<file path="src/rtl/common.sv">
// Shared definitions for the flash loader.
//   loader_state_t  : loader FSM states
//   LOADER_SYNC_HDR : default byte that opens a write frame
//   LOADER_END_HDR  : default byte that ends loading and releases the core
package common;

    typedef enum logic [2:0] {
        ST_IDLE,
        ST_ADDR,
        ST_DATA,
        ST_WRITE,
        ST_DONE
    } loader_state_t;

    localparam logic [7:0] LOADER_SYNC_HDR = 8'hA5;
    localparam logic [7:0] LOADER_END_HDR  = 8'h5A;

endpackage

</file>
<file path="src/rtl/byte_shift_reg.sv">
// Little-endian word assembler. Each loaded byte enters at the top and the
// word shifts down by one byte, so after WIDTH/8 loads the first byte sits
// in bits [7:0].
//   clk_i   : clock
//   rst_ni  : asynchronous active-low reset
//   clr_i   : clear the word (takes priority over load)
//   load_i  : shift byte_i in
//   byte_i  : incoming byte
//   word_o  : assembled word
module byte_shift_reg #(
    parameter int unsigned WIDTH = 32
) (
    input  logic             clk_i,
    input  logic             rst_ni,
    input  logic             clr_i,
    input  logic             load_i,
    input  logic [7:0]       byte_i,
    output logic [WIDTH-1:0] word_o
);

    logic [WIDTH-1:0] word_q;

    always_ff @(posedge clk_i or negedge rst_ni) begin
        if (!rst_ni) begin
            word_q <= '0;
        end else if (clr_i) begin
            word_q <= '0;
        end else if (load_i) begin
            word_q <= {byte_i, word_q[WIDTH-1:8]};
        end
    end

    assign word_o = word_q;

endmodule

</file>
<file path="src/rtl/flash_loader.sv">
// Bootloader front end: turns a byte stream into flash word writes and holds
// the core in reset until the host sends the end-of-load byte.
//   clk        : clock, rising edge
//   rst        : asynchronous active-low reset
//   in_data    : stream byte
//   in_valid   : in_data valid
//   in_ready   : loader accepts a byte (low only in the write cycle)
//   flash_addr : write byte address
//   flash_data : write data
//   flash_en   : one-cycle write strobe
//   hold_rst   : 1 = core held in reset
//   done       : loading finished, core released
//   err        : sticky protocol error
//   word_count : writes issued, saturating
module flash_loader
    import common::*;
#(
    parameter int unsigned WIDTH    = 32,
    parameter logic [7:0]  SYNC_HDR = LOADER_SYNC_HDR,
    parameter logic [7:0]  END_HDR  = LOADER_END_HDR
) (
    input  logic             clk,
    input  logic             rst,
    input  logic [7:0]       in_data,
    input  logic             in_valid,
    output logic             in_ready,
    output logic [WIDTH-1:0] flash_addr,
    output logic [WIDTH-1:0] flash_data,
    output logic             flash_en,
    output logic             hold_rst,
    output logic             done,
    output logic             err,
    output logic [15:0]      word_count
);

    localparam int unsigned NB    = WIDTH / 8;
    localparam int unsigned IDX_W = (NB > 1) ? $clog2(NB) : 1;
    localparam logic [IDX_W-1:0] IDX_LAST = IDX_W'(NB - 1);

    loader_state_t    state_q;
    logic [IDX_W-1:0] idx_q;
    logic             in_ready_q;
    logic [WIDTH-1:0] flash_addr_q;
    logic [WIDTH-1:0] flash_data_q;
    logic             flash_en_q;
    logic             hold_rst_q;
    logic             done_q;
    logic             err_q;
    logic [15:0]      word_count_q;

    logic             in_fire;
    logic             frame_start;
    logic [WIDTH-1:0] addr_word;
    logic [WIDTH-1:0] data_word;
    logic [WIDTH-1:0] data_d;

    assign in_fire     = in_valid & in_ready_q;
    assign frame_start = in_fire && (in_data == SYNC_HDR) &&
                         ((state_q == ST_IDLE) || (state_q == ST_DONE));

    byte_shift_reg #(.WIDTH(WIDTH)) u_addr_sr (
        .clk_i  (clk),
        .rst_ni (rst),
        .clr_i  (frame_start),
        .load_i (in_fire && (state_q == ST_ADDR)),
        .byte_i (in_data),
        .word_o (addr_word)
    );

    byte_shift_reg #(.WIDTH(WIDTH)) u_data_sr (
        .clk_i  (clk),
        .rst_ni (rst),
        .clr_i  (frame_start),
        .load_i (in_fire && (state_q == ST_DATA)),
        .byte_i (in_data),
        .word_o (data_word)
    );

    // The data register only holds the final byte after the accepting edge,
    // so the write data is formed here to launch the strobe on that same edge.
    assign data_d = {in_data, data_word[WIDTH-1:8]};

    always_ff @(posedge clk or negedge rst) begin
        if (!rst) begin
            state_q      <= ST_IDLE;
            idx_q        <= '0;
            in_ready_q   <= 1'b1;
            flash_addr_q <= '0;
            flash_data_q <= '0;
            flash_en_q   <= 1'b0;
            hold_rst_q   <= 1'b1;
            done_q       <= 1'b0;
            err_q        <= 1'b0;
            word_count_q <= '0;
        end else begin
            flash_en_q <= 1'b0;
            case (state_q)
                ST_IDLE: begin
                    if (in_fire) begin
                        if (in_data == SYNC_HDR) begin
                            state_q <= ST_ADDR;
                            idx_q   <= '0;
                        end else if (in_data == END_HDR) begin
                            state_q    <= ST_DONE;
                            hold_rst_q <= 1'b0;
                            done_q     <= 1'b1;
                        end else begin
                            err_q <= 1'b1;
                        end
                    end
                end
                ST_ADDR: begin
                    if (in_fire) begin
                        if (idx_q == IDX_LAST) begin
                            idx_q   <= '0;
                            state_q <= ST_DATA;
                        end else begin
                            idx_q <= idx_q + 1'b1;
                        end
                    end
                end
                ST_DATA: begin
                    if (in_fire) begin
                        if (idx_q == IDX_LAST) begin
                            idx_q <= '0;
                            if (addr_word[1:0] == 2'b00) begin
                                state_q      <= ST_WRITE;
                                flash_en_q   <= 1'b1;
                                in_ready_q   <= 1'b0;
                                flash_addr_q <= addr_word;
                                flash_data_q <= data_d;
                            end else begin
                                err_q   <= 1'b1;
                                state_q <= ST_IDLE;
                            end
                        end else begin
                            idx_q <= idx_q + 1'b1;
                        end
                    end
                end
                ST_WRITE: begin
                    in_ready_q <= 1'b1;
                    state_q    <= ST_IDLE;
                    if (word_count_q != '1) begin
                        word_count_q <= word_count_q + 1'b1;
                    end
                end
                ST_DONE: begin
                    if (in_fire && (in_data == SYNC_HDR)) begin
                        state_q    <= ST_ADDR;
                        idx_q      <= '0;
                        hold_rst_q <= 1'b1;
                        done_q     <= 1'b0;
                    end
                end
                default: state_q <= ST_IDLE;
            endcase
        end
    end

    assign in_ready   = in_ready_q;
    assign flash_addr = flash_addr_q;
    assign flash_data = flash_data_q;
    assign flash_en   = flash_en_q;
    assign hold_rst   = hold_rst_q;
    assign done       = done_q;
    assign err        = err_q;
    assign word_count = word_count_q;

endmodule

</file>
<file path="config.mk">
export PLATFORM = sky130hd
export DESIGN_NAME = flash_loader
export DESIGN_NICKNAME = d
export VERILOG_FILES = /design/src/rtl/common.sv /design/src/rtl/byte_shift_reg.sv /design/src/rtl/flash_loader.sv
export SDC_FILE = /design/constraint.sdc
export NUM_CORES = 1
export LEC_CHECK = 0
export ABC_AREA = 1
export BUFFER_PORTS_ARGS = -buffer_cell sky130_fd_sc_hd__buf_2
export CAP_MARGIN = 40
export CORE_MARGIN = 5
export CORE_UTILIZATION = 63
export CTS_BUF_LIST = sky130_fd_sc_hd__clkbuf_4 sky130_fd_sc_hd__clkbuf_8
export CTS_CLUSTER_DIAMETER = 40
export DETAILED_ROUTE_END_ITERATION = 16
export PLACE_DENSITY = 0.95
export SLEW_MARGIN = 20
export SYNTH_ARGS = -nofsm -noshare
export SYNTH_HDL_FRONTEND = slang
export SYNTH_HIERARCHICAL = 1
export SYNTH_SLANG_ARGS = --single-unit
export TNS_END_PERCENT = 50
</file>
<file path="constraint.sdc">
create_clock -name clk -period 3.4 [get_ports clk]
set_input_delay 1.02 -clock clk [delete_from_list [all_inputs] [get_ports clk]]
set_output_delay 1.02 -clock clk [all_outputs]
set_load 0.05 [all_outputs]
</file>
==> Implementation_results.wiki, run 1 <==
{| class="wikitable"
! Metric !! Value
|-
| Vias in the first global route || 5318
|-
| Diode count || 0
|-
| Ratio of cells with drive above 1 in the final layout || 0.194
|-
| Synthesized cell area || 6490 um2
|-
| Flop2flop setup slack || 1310 ps
|-
| Power density of the placed cells || 433 nW/um2
|-
| Number of instances in the synthesized netlist || 763
|-
| Clock root buffer master || clkbuf_8
|-
| Fillers || 741
|-
| Detailed-route wire length per cell || 15.3 um
|-
| Average size of a mapped cell || 8.50 um2
|-
| Syn nets || 776
|-
| Clk pin slew, worst setup/hold paths || 90 ps
|-
| Maximum clock insertion buffer count || 2
|-
| Worst min-delay path class || reg2reg
|-
| Actual slew at the worst max-slew pin || 779 ps
|-
| Final period utilization || 0.746
|-
| Top-Level Pins || 96
|-
| Capturing point of the worst reg2reg path || u_addr_sr/word_o[13]
|-
| Worst Setup End Kind || register
|-
| Hold_buf cts || 0
|-
| DIE AREA || 12400 um2
|-
| Pre-antenna DRT Iters || 6
|-
| # nets final || 865
|-
| Largest vdd supply drop || 279 uV
|-
| Total of buffers placed on input and output ports || 95
|-
| Clock tree from TritonCTS || yes
|-
| Highest net fanout along the worst path || 32
|-
| Die outline height || 111 um
|-
| Synthesis-to-layout area growth || 13.2%
|-
| Sum of net half-perimeters after detailed placement || 9960 um
|-
| WP data required || 3730 ps
|-
| First-pass GRT wire length || 26100 um
|-
| # clock sinks || 146
|-
| Initial antenna violation count || 0
|-
| Sum of negative setup slack || 0 ps
|-
| Reg2reg path depth || 5
|-
| Vias post-DR || 5561
|-
| Setup CP Type || in2reg
|-
| Final-report hold violation count || 0
|-
| Total routed wirelength || 15300 um
|-
| Depth of the CTS H-tree || 4
|-
| Setup Skew || 10.4 ps
|-
| Outcome || finished clean
|-
| Total power consumption of the routed design || 0.00318 W
|-
| Max-cap viol count || 0
|-
| Remaining antenna violation count after routing || 0
|-
| Initial drt markers || 772
|-
| Global route overflow || 0
|-
| Worst hold path startpoint || hold_rst
|-
| Final setup violation count || 0
|-
| Largest net degree at the start of global routing || 58
|-
| Routability-driven placement congestion ratio || 0.859
|-
| Global-route usage over all layers || 0.255
|-
| Maximum operating frequency || 0.394 GHz
|-
| Arrival time worst endpoint || 2870 ps
|-
| Startpoint kind of the worst setup timing path || input pin
|-
| Slew Limit Headroom || 0.480
|-
| R2R Path Start || in_ready
|-
| Std cell rows || 37
|-
| Number of gates given a new drive strength after cts || 0
|-
| Number of design rule violations left after detail routing || 0
|-
| Drt via density || 5.56
|-
| Core ar. || 10200 um2
|-
| Initial Utilization || 0.637
|-
| Slew Viols, Final || 0
|-
| Die extent in x || 111 um
|-
| Post-CTS repair timing setup buffer count || 0
|-
| Worst Hold Depth || 2
|-
| Setup repair after global routing missed its margin || no
|-
| Count of yosys warnings during synthesis || 6
|-
| Clock Latency Late Sink || 440 ps
|-
| Number of buffers created by CTS || 17
|-
| Shortest period the worst path allows || 2540 ps
|-
| Capture endpoint of the worst hold path || hold_rst
|-
| Leakage power summed over all cells || 4.32 nW
|-
| Launching instance or port of the critical path || in_data[2]
|}
==> power by group <==
group          internal [W]  leakage, nW  switching [W]  total [W]
combinational     0.0000121         2.11      0.0000496  0.0000617
clock              0.000676        0.199       0.000711    0.00139
sequential          0.00173         2.02    0.000000125    0.00173
==> layout make-up <==
class                      count  area, um2  area share
clock inverter                15        174      0.0237
sequential                   146       3660       0.498
timing repair buffer         105        569      0.0775
tap                          136        170      0.0232
inverter                      38        143      0.0194
multi-input combinational    544       2400       0.327
clock buffer                  17        234      0.0319
==> critical path: stages <==
cell and delay (ps):
buf_2 170, nand2_1 120, nor2_1 230, nand3_1 130, nor2_1 480, inv_2 420
nand3_1 210, nand2_1 70
==> state kept, by name, indices dropped and copies added (netlist names) <==
name	flops
done	1
err	1
flash_addr	32
flash_data	32
flash_en	1
hold_rst	1
idx_q	2
in_ready	1
state_q	3
u_addr_sr/word_o	32
u_data_sr/word_o	24
word_count	16
==> per-stage QoR <==
stage / instances / area, um2 / util / setup WS (ps) / hold slack [ps]
after global routing: 1001 / 7340 / 0.721 / 700 / 496
after CTS: 1001 / 7340 / 0.721 / 923 / 469
after global placement: 969 / 6940 / 0.681 / 700 / 447
after floorplan: 763 / 6490 / - / 889 / 434
after detailed placement: 969 / 6940 / 0.681 / 624 / 457
final: 1001 / 7340 / 0.721 / 863 / 465
==> routing by layer <==
metal  global-route usage  wire length, um
met4               0.0916              433
met5                    0                0
met3               0.0440             1060
met1                0.349             6350
met2                0.416             7420
==> cells in the final DEF, fill, tap and decap left out, drive strengths merged <==
cell type	instances
nand2	388
dfstp	2
clkinvlp	3
nand3b	2
a21oi	2
nor3	7
clkbuf	17
nor2	36
bufinv	2
dfrtp	144
a21o	1
xnor2	6
nand4	5
o21ai	14
ha	2
or2	1
a21boi	1
inv	45
clkinv	3
nand3	76
xor2	2
and2	1
buf	105
==> worst max-delay path by stage <==
stage / slack (ps) / endpoint / cells after the start
floorplan: 890 / u_addr_sr/word_o[19] / 9
global placement: 700 / u_addr_sr/word_o[7] / 9
detailed placement: 620 / u_addr_sr/word_o[2] / 8
CTS: 920 / u_addr_sr/word_o[13] / 8
global route: 700 / u_addr_sr/word_o[2] / 8
finish: 860 / u_addr_sr/word_o[13] / 8
(Power assumes the default switching activity.)
==> inputs of run 2 (changes only) <==
--- a/config.mk
+++ b/config.mk
@@ -9,11 +9,11 @@
 export BUFFER_PORTS_ARGS = -buffer_cell sky130_fd_sc_hd__buf_2
 export CAP_MARGIN = 40
 export CORE_MARGIN = 5
-export CORE_UTILIZATION = 63
+export CORE_UTILIZATION = 59
 export CTS_BUF_LIST = sky130_fd_sc_hd__clkbuf_4 sky130_fd_sc_hd__clkbuf_8
 export CTS_CLUSTER_DIAMETER = 40
 export DETAILED_ROUTE_END_ITERATION = 16
-export PLACE_DENSITY = 0.95
+export PLACE_DENSITY = 0.92
 export SLEW_MARGIN = 20
 export SYNTH_ARGS = -nofsm -noshare
 export SYNTH_HDL_FRONTEND = slang
==> constraint.sdc (replaced) <==
create_clock -name clk -period 2.5 [get_ports clk]
set_input_delay 0.75 -clock clk [delete_from_list [all_inputs] [get_ports clk]]
set_output_delay 0.75 -clock clk [all_outputs]
set_load 0.05 [all_outputs]
==> Implementation_results.wiki, run 2 (same netlist as run 1, synthesis figures left out) <==
{| class="wikitable"
! Metric !! Value
|-
| Number of gates given a new drive strength after cts || 0 (unchanged)
|-
| Pre-antenna DRT Iters || 5 (was 6)
|-
| Clock root buffer master || clkbuf_8 (unchanged)
|-
| Setup repair after global routing missed its margin || no (unchanged)
|-
| Reg2reg path depth || 8 (was 5)
|-
| Arrival time worst endpoint || 1270 ps (was 2870 ps)
|-
| Slew Viols, Final || 0 (unchanged)
|-
| Depth of the CTS H-tree || 4 (unchanged)
|-
| Diode count || 0 (unchanged)
|-
| Detailed-route wire length per cell || 14.6 um (was 15.3 um)
|-
| DR WL met2 || 6990 um (was 7420 um)
|-
| Global-route usage over all layers || 0.239 (was 0.255)
|-
| Initial drt markers || 532 (was 772)
|-
| Global route overflow || 0 (unchanged)
|-
| Placement Setup Slack || 201 ps (was 624 ps)
|-
| Std cell rows || 38 (was 37)
|-
| Sum of negative setup slack || 0 ps (unchanged)
|-
| Number of design rule violations left after detail routing || 0 (unchanged)
|-
| Power density of the placed cells || 581 nW/um2 (was 433 nW/um2)
|-
| DIE AREA || 13200 um2 (was 12400 um2)
|-
| Setup Skew || 14.1 ps (was 10.4 ps)
|-
| Worst path slowest cell || dfstp_2 (was nor2_1)
|-
| Die extent in x || 115 um (was 111 um)
|-
| Maximum single-stage delay on the critical path || 560 ps (was 480 ps)
|-
| Sum of net half-perimeters after detailed placement || 9860 um (was 9960 um)
|-
| Setup CP Type || reg2out (was in2reg)
|-
| Vias post-DR || 5452 (was 5561)
|-
| Core ar. || 10800 um2 (was 10200 um2)
|-
| Number of buffers and inverters on the critical path || 1 (was 2)
|-
| Highest net fanout along the worst path || 3 (was 32)
|-
| Startpoint kind of the worst setup timing path || register (was input pin)
|-
| Flop2flop setup slack || 610 ps (was 1310 ps)
|-
| WL met1 || 5990 um (was 6350 um)
|-
| Maximum clock insertion buffer count || 2 (unchanged)
|-
| Max-cap viol count || 0 (unchanged)
|-
| R2R Path Start || word_count[0] (was in_ready)
|-
| Final setup violation count || 0 (unchanged)
|-
| Die outline height || 115 um (was 111 um)
|-
| Final Hold Slack || 219 ps (was 465 ps)
|-
| Clock tree from TritonCTS || yes (unchanged)
|-
| Top-Level Pins || 96 (unchanged)
|-
| Post-CTS repair timing setup buffer count || 0 (unchanged)
|-
| Placed Cells incl. Taps || 974 (was 969)
|-
| Actual slew at the worst max-slew pin || 574 ps (was 779 ps)
|-
| Final critical-path setup slack || 484 ps (was 863 ps)
|-
| Wire length on met3 || 1170 um (was 1060 um)
|-
| Remaining antenna violation count after routing || 0 (unchanged)
|-
| Total routed wirelength || 14700 um (was 15300 um)
|-
| # clock sinks || 146 (unchanged)
|-
| Largest vdd supply drop || 314 uV (was 279 uV)
|-
| Final period utilization || 0.806
|-
| Most frequent standard cell in the layout excluding fill and tap cells || nand2_1 (unchanged)
|-
| Initial antenna violation count || 0 (unchanged)
|-
| Family with the most delay on the worst path || flip-flops (was simple AND/OR/NAND/NOR gates)
|-
| Routability-driven placement congestion ratio || 0.906 (was 0.859)
|-
| Commonest cells after routing, fill and taps aside || 386 x nand2_1, 144 x dfrtp_1, 94 x buf_2 (unchanged)
|-
| Shortest period the worst path allows || 2020 ps
|-
| Worst min-delay path class || in2async (was reg2reg)
|-
| Initial Utilization || 0.601 (was 0.637)
|-
| Final-report hold violation count || 0 (unchanged)
|-
| Synthesis-to-layout area growth || 14.1% (was 13.2%)
|-
| Final standard cell count with taps included and fillers excluded || 1006 (was 1001)
|-
| Number of buffers created by CTS || 17 (unchanged)
|-
| # nets final || 866 (was 865)
|-
| Total of buffers placed on input and output ports || 95 (unchanged)
|-
| WP data required || 1750 ps (was 3730 ps)
|-
| Largest net degree at the start of global routing || 72 (was 58)
|-
| Slew Limit Headroom || 0.617 (was 0.480)
|-
| Hold_buf cts || 0 (unchanged)
|-
| Clk pin slew, worst setup/hold paths || 90 ps (about the same)
|-
| Drt via density || 5.42 (was 5.56)
|-
| Vias in the first global route || 5291 (was 5318)
|-
| Leakage power summed over all cells || 4.35 nW (was 4.32 nW)
|-
| First-pass GRT wire length || 25100 um (was 26100 um)
|-
| Capturing point of the worst reg2reg path || word_count[14] (was u_addr_sr/word_o[13])
|-
| Highest signal layer in the routed design || met4 (unchanged)
|-
| Ratio of cells with drive above 1 in the final layout || 0.195 (was 0.194)
|-
| Worst Setup End Kind || primary output (was register)
|-
| Clock Latency Late Sink || 450 ps (was 440 ps)
|-
| Outcome || finished clean (unchanged)
|-
| Final core occ || 0.686 (was 0.721)
|-
| Cell Chain, Critical Path || buf_2 (was buf_2 > nand2_1 > nor2_1 > nand3_1 > nor2_1 > inv_2 > nand3_1 > nand2_1)
|-
| Maximum operating frequency || 0.496 GHz
|}
run 2: cell types whose count changed in the layout (fill, tap and decap cells not counted):
cell        delta
buf_12         +4
buf_4          -3
bufinv_16      -1
clkbuf_8       +2
clkinv_4       +1
clkinv_8       +1
clkinvlp_4     -2
inv_8          -1
run 2: layout make-up:
class / instances / area [um2]
Multi-Input combinational cell: 544 / 2400
Sequential cell: 146 / 3660
Fill cell: 800 / 3390
Inverter: 38 / 143
Clock inverter: 13 / 143
Tap cell: 140 / 175
Clock buffer: 19 / 262
Timing Repair Buffer: 106 / 627
run 2: stage by stage:
step / area, um2 / power (W)
final: 7400 / 0.00430
after global routing: 7400 / 0.00445
after CTS: 7400 / 0.00432
after detailed placement: 7000 / 0.00250
after global placement: 7000 / 0.00250
after floorplan: 6490 / 0.00242
run 2: worst max path at each step:
stage                          start                    to  depth (start not counted)
after detailed placement  in_data[3]  u_addr_sr/word_o[10]                          9
after floorplan           in_data[3]  u_addr_sr/word_o[19]                          9
after global routing        in_ready              in_ready                          1
after global placement    in_data[3]   u_addr_sr/word_o[1]                          9
after CTS                   in_ready              in_ready                          1
final                       in_ready              in_ready                          1
run 2: routing by layer:
metal	global-route usage	vias to the layer above
li1	-	2552
met1	0.319	2599
met2	0.368	247
met3	0.0626	54
met4	0.110	0
met5	0	-
run 2: power by group:
part | internal [W] | switching, W | leakage [nW]
combinational | 0.0000195 | 0.0000718 | 2.13
clock | 0.000876 | 0.000973 | 0.204
sequential | 0.00236 | 0.000000190 | 2.02
total | 0.00325 | 0.00105 | 4.35
==> inputs of run 3 (changes only) <==
==> constraint.sdc (replaced) <==
create_clock -name clk -period 1.9 [get_ports clk]
set_input_delay 0.57 -clock clk [delete_from_list [all_inputs] [get_ports clk]]
set_output_delay 0.57 -clock clk [all_outputs]
set_load 0.05 [all_outputs]
==> Implementation_results.wiki, run 3 (same netlist as run 1, synthesis figures left out) <==
{| class="wikitable"
! Metric !! Value
|-
| Outcome || finished clean (unchanged)
|-
| Number of gates on the worst path with buffers counted || 1 (unchanged)
|-
| Global route overflow || 0 (unchanged)
|-
| Actual slew at the worst max-slew pin || 572 ps (was 574 ps)
|-
| Final-report hold violation count || 0 (unchanged)
|-
| Shortest period the worst path allows || 1800 ps
|-
| Number of design rule violations left after detail routing || 0 (unchanged)
|-
| Design area || 7570 um2 (was 7400 um2)
|-
| Commonest cells after routing, fill and taps aside || 386 x nand2_1, 144 x dfrtp_1, 94 x buf_2 (unchanged)
|-
| R2R Path Start || in_ready (was word_count[0])
|-
| Capturing point of the worst reg2reg path || u_data_sr/word_o[21] (was word_count[14])
|-
| Total routed wirelength || 14800 um (was 14700 um)
|-
| Cell Chain, Critical Path || buf_2 (unchanged)
|-
| Number of buffers and inverters on the critical path || 1 (unchanged)
|-
| Largest net degree at the start of global routing || 58 (was 72)
|-
| Final setup violation count || 0 (unchanged)
|-
| Top-Level Pins || 96 (unchanged)
|-
| Placement Setup Slack || 17.4 ps (was 201 ps)
|-
| Clock tree from TritonCTS || yes (unchanged)
|-
| Int Pwr || 0.00482 W (was 0.00325 W)
|-
| Maximum operating frequency || 0.556 GHz
|-
| Core ar. || 10800 um2 (unchanged)
|-
| First-pass GRT wire length || 25600 um (was 25100 um)
|-
| Worst min-delay path class || in2async (unchanged)
|-
| Sum of net half-perimeters after detailed placement || 10000 um (was 9860 um)
|-
| Setup CP Type || reg2out (unchanged)
|-
| Max-cap viol count || 0 (unchanged)
|-
| Post-CTS repair timing setup buffer count || 0 (unchanged)
|-
| Largest vdd supply drop || 513 uV (was 314 uV)
|-
| Family with the most delay on the worst path || flip-flops (unchanged)
|-
| Global-route usage over all layers || 0.241 (was 0.239)
|-
| Synthesis-to-layout area growth || 16.6% (was 14.1%)
|-
| Setup repair after global routing missed its margin || no (unchanged)
|-
| Setup Skew || 14.8 ps (was 14.1 ps)
|-
| Diode count || 0 (unchanged)
|-
| Total of buffers placed on input and output ports || 95 (unchanged)
|-
| Die outline height || 115 um (unchanged)
|-
| DP Area || 7090 um2 (was 7000 um2)
|-
| Initial Utilization || 0.601 (unchanged)
|-
| Maximum single-stage delay on the critical path || 550 ps (was 560 ps)
|-
| Slew Viols, Final || 0 (unchanged)
|-
| Maximum clock insertion buffer count || 2 (unchanged)
|-
| Final period utilization || 0.946
|-
| Depth of the CTS H-tree || 4 (unchanged)
|-
| Arrival time worst endpoint || 1230 ps (was 1270 ps)
|-
| Worst path slowest cell || dfstp_2 (unchanged)
|-
| Initial antenna violation count || 0 (unchanged)
|-
| Die extent in x || 115 um (unchanged)
|-
| Vias post-DR || 5428 (was 5452)
|-
| Flop2flop setup slack || 150 ps (was 610 ps)
|-
| Ratio of cells with drive above 1 in the final layout || 0.206 (was 0.195)
|-
| Switching power of the nets || 0.00125 W (was 0.00105 W)
|-
| WP data required || 1330 ps (was 1750 ps)
|-
| Leakage power summed over all cells || 4.44 nW (was 4.35 nW)
|-
| Detailed-route wire length per cell || 14.6 um (about the same)
|-
| Hold_buf cts || 0 (unchanged)
|-
| Switching part of the total power || 0.206 (was 0.243)
|-
| Proportion of power drawn by flip-flops and latches || 0.512 (was 0.549)
|-
| Clock root buffer master || clkbuf_8 (unchanged)
|-
| Highest net fanout along the worst path || 3 (unchanged)
|-
| Slew Limit Headroom || 0.618 (was 0.617)
|-
| Combinational share of power || 0.021 (about the same)
|-
| Std cell rows || 38 (unchanged)
|-
| Power density of the placed cells || 802 nW/um2 (was 581 nW/um2)
|-
| Startpoint kind of the worst setup timing path || register (unchanged)
|-
| Remaining antenna violation count after routing || 0 (unchanged)
|-
| Reg2reg path depth || 5 (was 8)
|-
| Number of buffers created by CTS || 17 (unchanged)
|-
| Drt via density || 5.34 (was 5.42)
|-
| Fraction of power consumed by the clock network || 0.467 (was 0.430)
|-
| Pre-antenna DRT Iters || 5 (unchanged)
|-
| # nets final || 878 (was 866)
|-
| Final critical-path setup slack || 103 ps (was 484 ps)
|-
| DIE AREA || 13200 um2 (unchanged)
|-
| Number of gates given a new drive strength after cts || 0 (unchanged)
|-
| Routability-driven placement congestion ratio || 0.885 (was 0.906)
|-
| Initial drt markers || 561 (was 532)
|-
| Most frequent standard cell in the layout excluding fill and tap cells || nand2_1 (unchanged)
|-
| Clock Latency Late Sink || 430 ps (was 450 ps)
|-
| Vias in the first global route || 5259 (was 5291)
|-
| Worst Setup End Kind || primary output (unchanged)
|-
| # clock sinks || 146 (unchanged)
|-
| Clk pin slew, worst setup/hold paths || 90 ps (about the same)
|}
-- run 3: changes by cell type in the layout (fill, tap and decap cells not counted), sizes merged --
cell	change
buf	+12
inv	-4
clkinv	-1
clkbuf	+1
bufinv	+4
clkinvlp	-1
-- run 3: per-stage QoR --
| step | power, W | TNS [ps] | std cells | utilization | hold slack, ps |
|---|---|---|---|---|---|
| 2_1_floorplan | 0.00318 | -419 | 763 | - | 274 |
| 3_3_place_gp | 0.00330 | 0 | 986 | 0.657 | 446 |
| 3_5_place_dp | 0.00330 | 0 | 986 | 0.657 | 451 |
| 4_1_cts | 0.00610 | 0 | 1017 | 0.701 | 27.9 |
| 5_1_grt | 0.00629 | 0 | 1017 | 0.701 | 40.3 |
| 6_report | 0.00607 | 0 | 1017 | 0.701 | 32.7 |
-- run 3: worst max path at each step --
| stage | from | endpoint | slack [ps] |
|---|---|---|---|
| finish | in_ready | in_ready | 100 |
| global route | in_ready | in_ready | 50 |
| detailed placement | in_data[6] | u_addr_sr/word_o[3] | 20 |
| CTS | in_ready | in_ready | 70 |
| global placement | in_valid | u_addr_sr/word_o[7] | 70 |
| floorplan | word_count[0] | word_count[14] | -50 |
-- run 3: routing by layer --
layer | vias to the layer above | wire (um) | GRT usage
li1 | 2576 | - | -
met1 | 2603 | 6450 | 0.351
met2 | 222 | 7130 | 0.372
met3 | 27 | 1040 | 0.0458
met4 | 0 | 222 | 0.0759
met5 | - | 0 | 0
-- run 3: power by group through the flow --
stage | Combinational (W) | Clock [W] | Sequential, W
2_1_floorplan | 0.0000149 | 0 | 0.00317
3_3_place_gp | 0.000130 | 0 | 0.00317
6_report | 0.000126 | 0.00284 | 0.00311
4_1_cts | 0.000131 | 0.00286 | 0.00311
3_5_place_dp | 0.000131 | 0 | 0.00317
5_1_grt | 0.000148 | 0.00304 | 0.00310
-- run 3: layout make-up --
cell class | count | area [um2]
flip-flops and latches | 146 | 3660
fillers | 778 | 3230
multi-input cells | 544 | 2400
repair buffers | 118 | 717
clock buffers | 20 | 275
clock inverters | 11 | 199
well taps | 140 | 175
inverters | 38 | 143
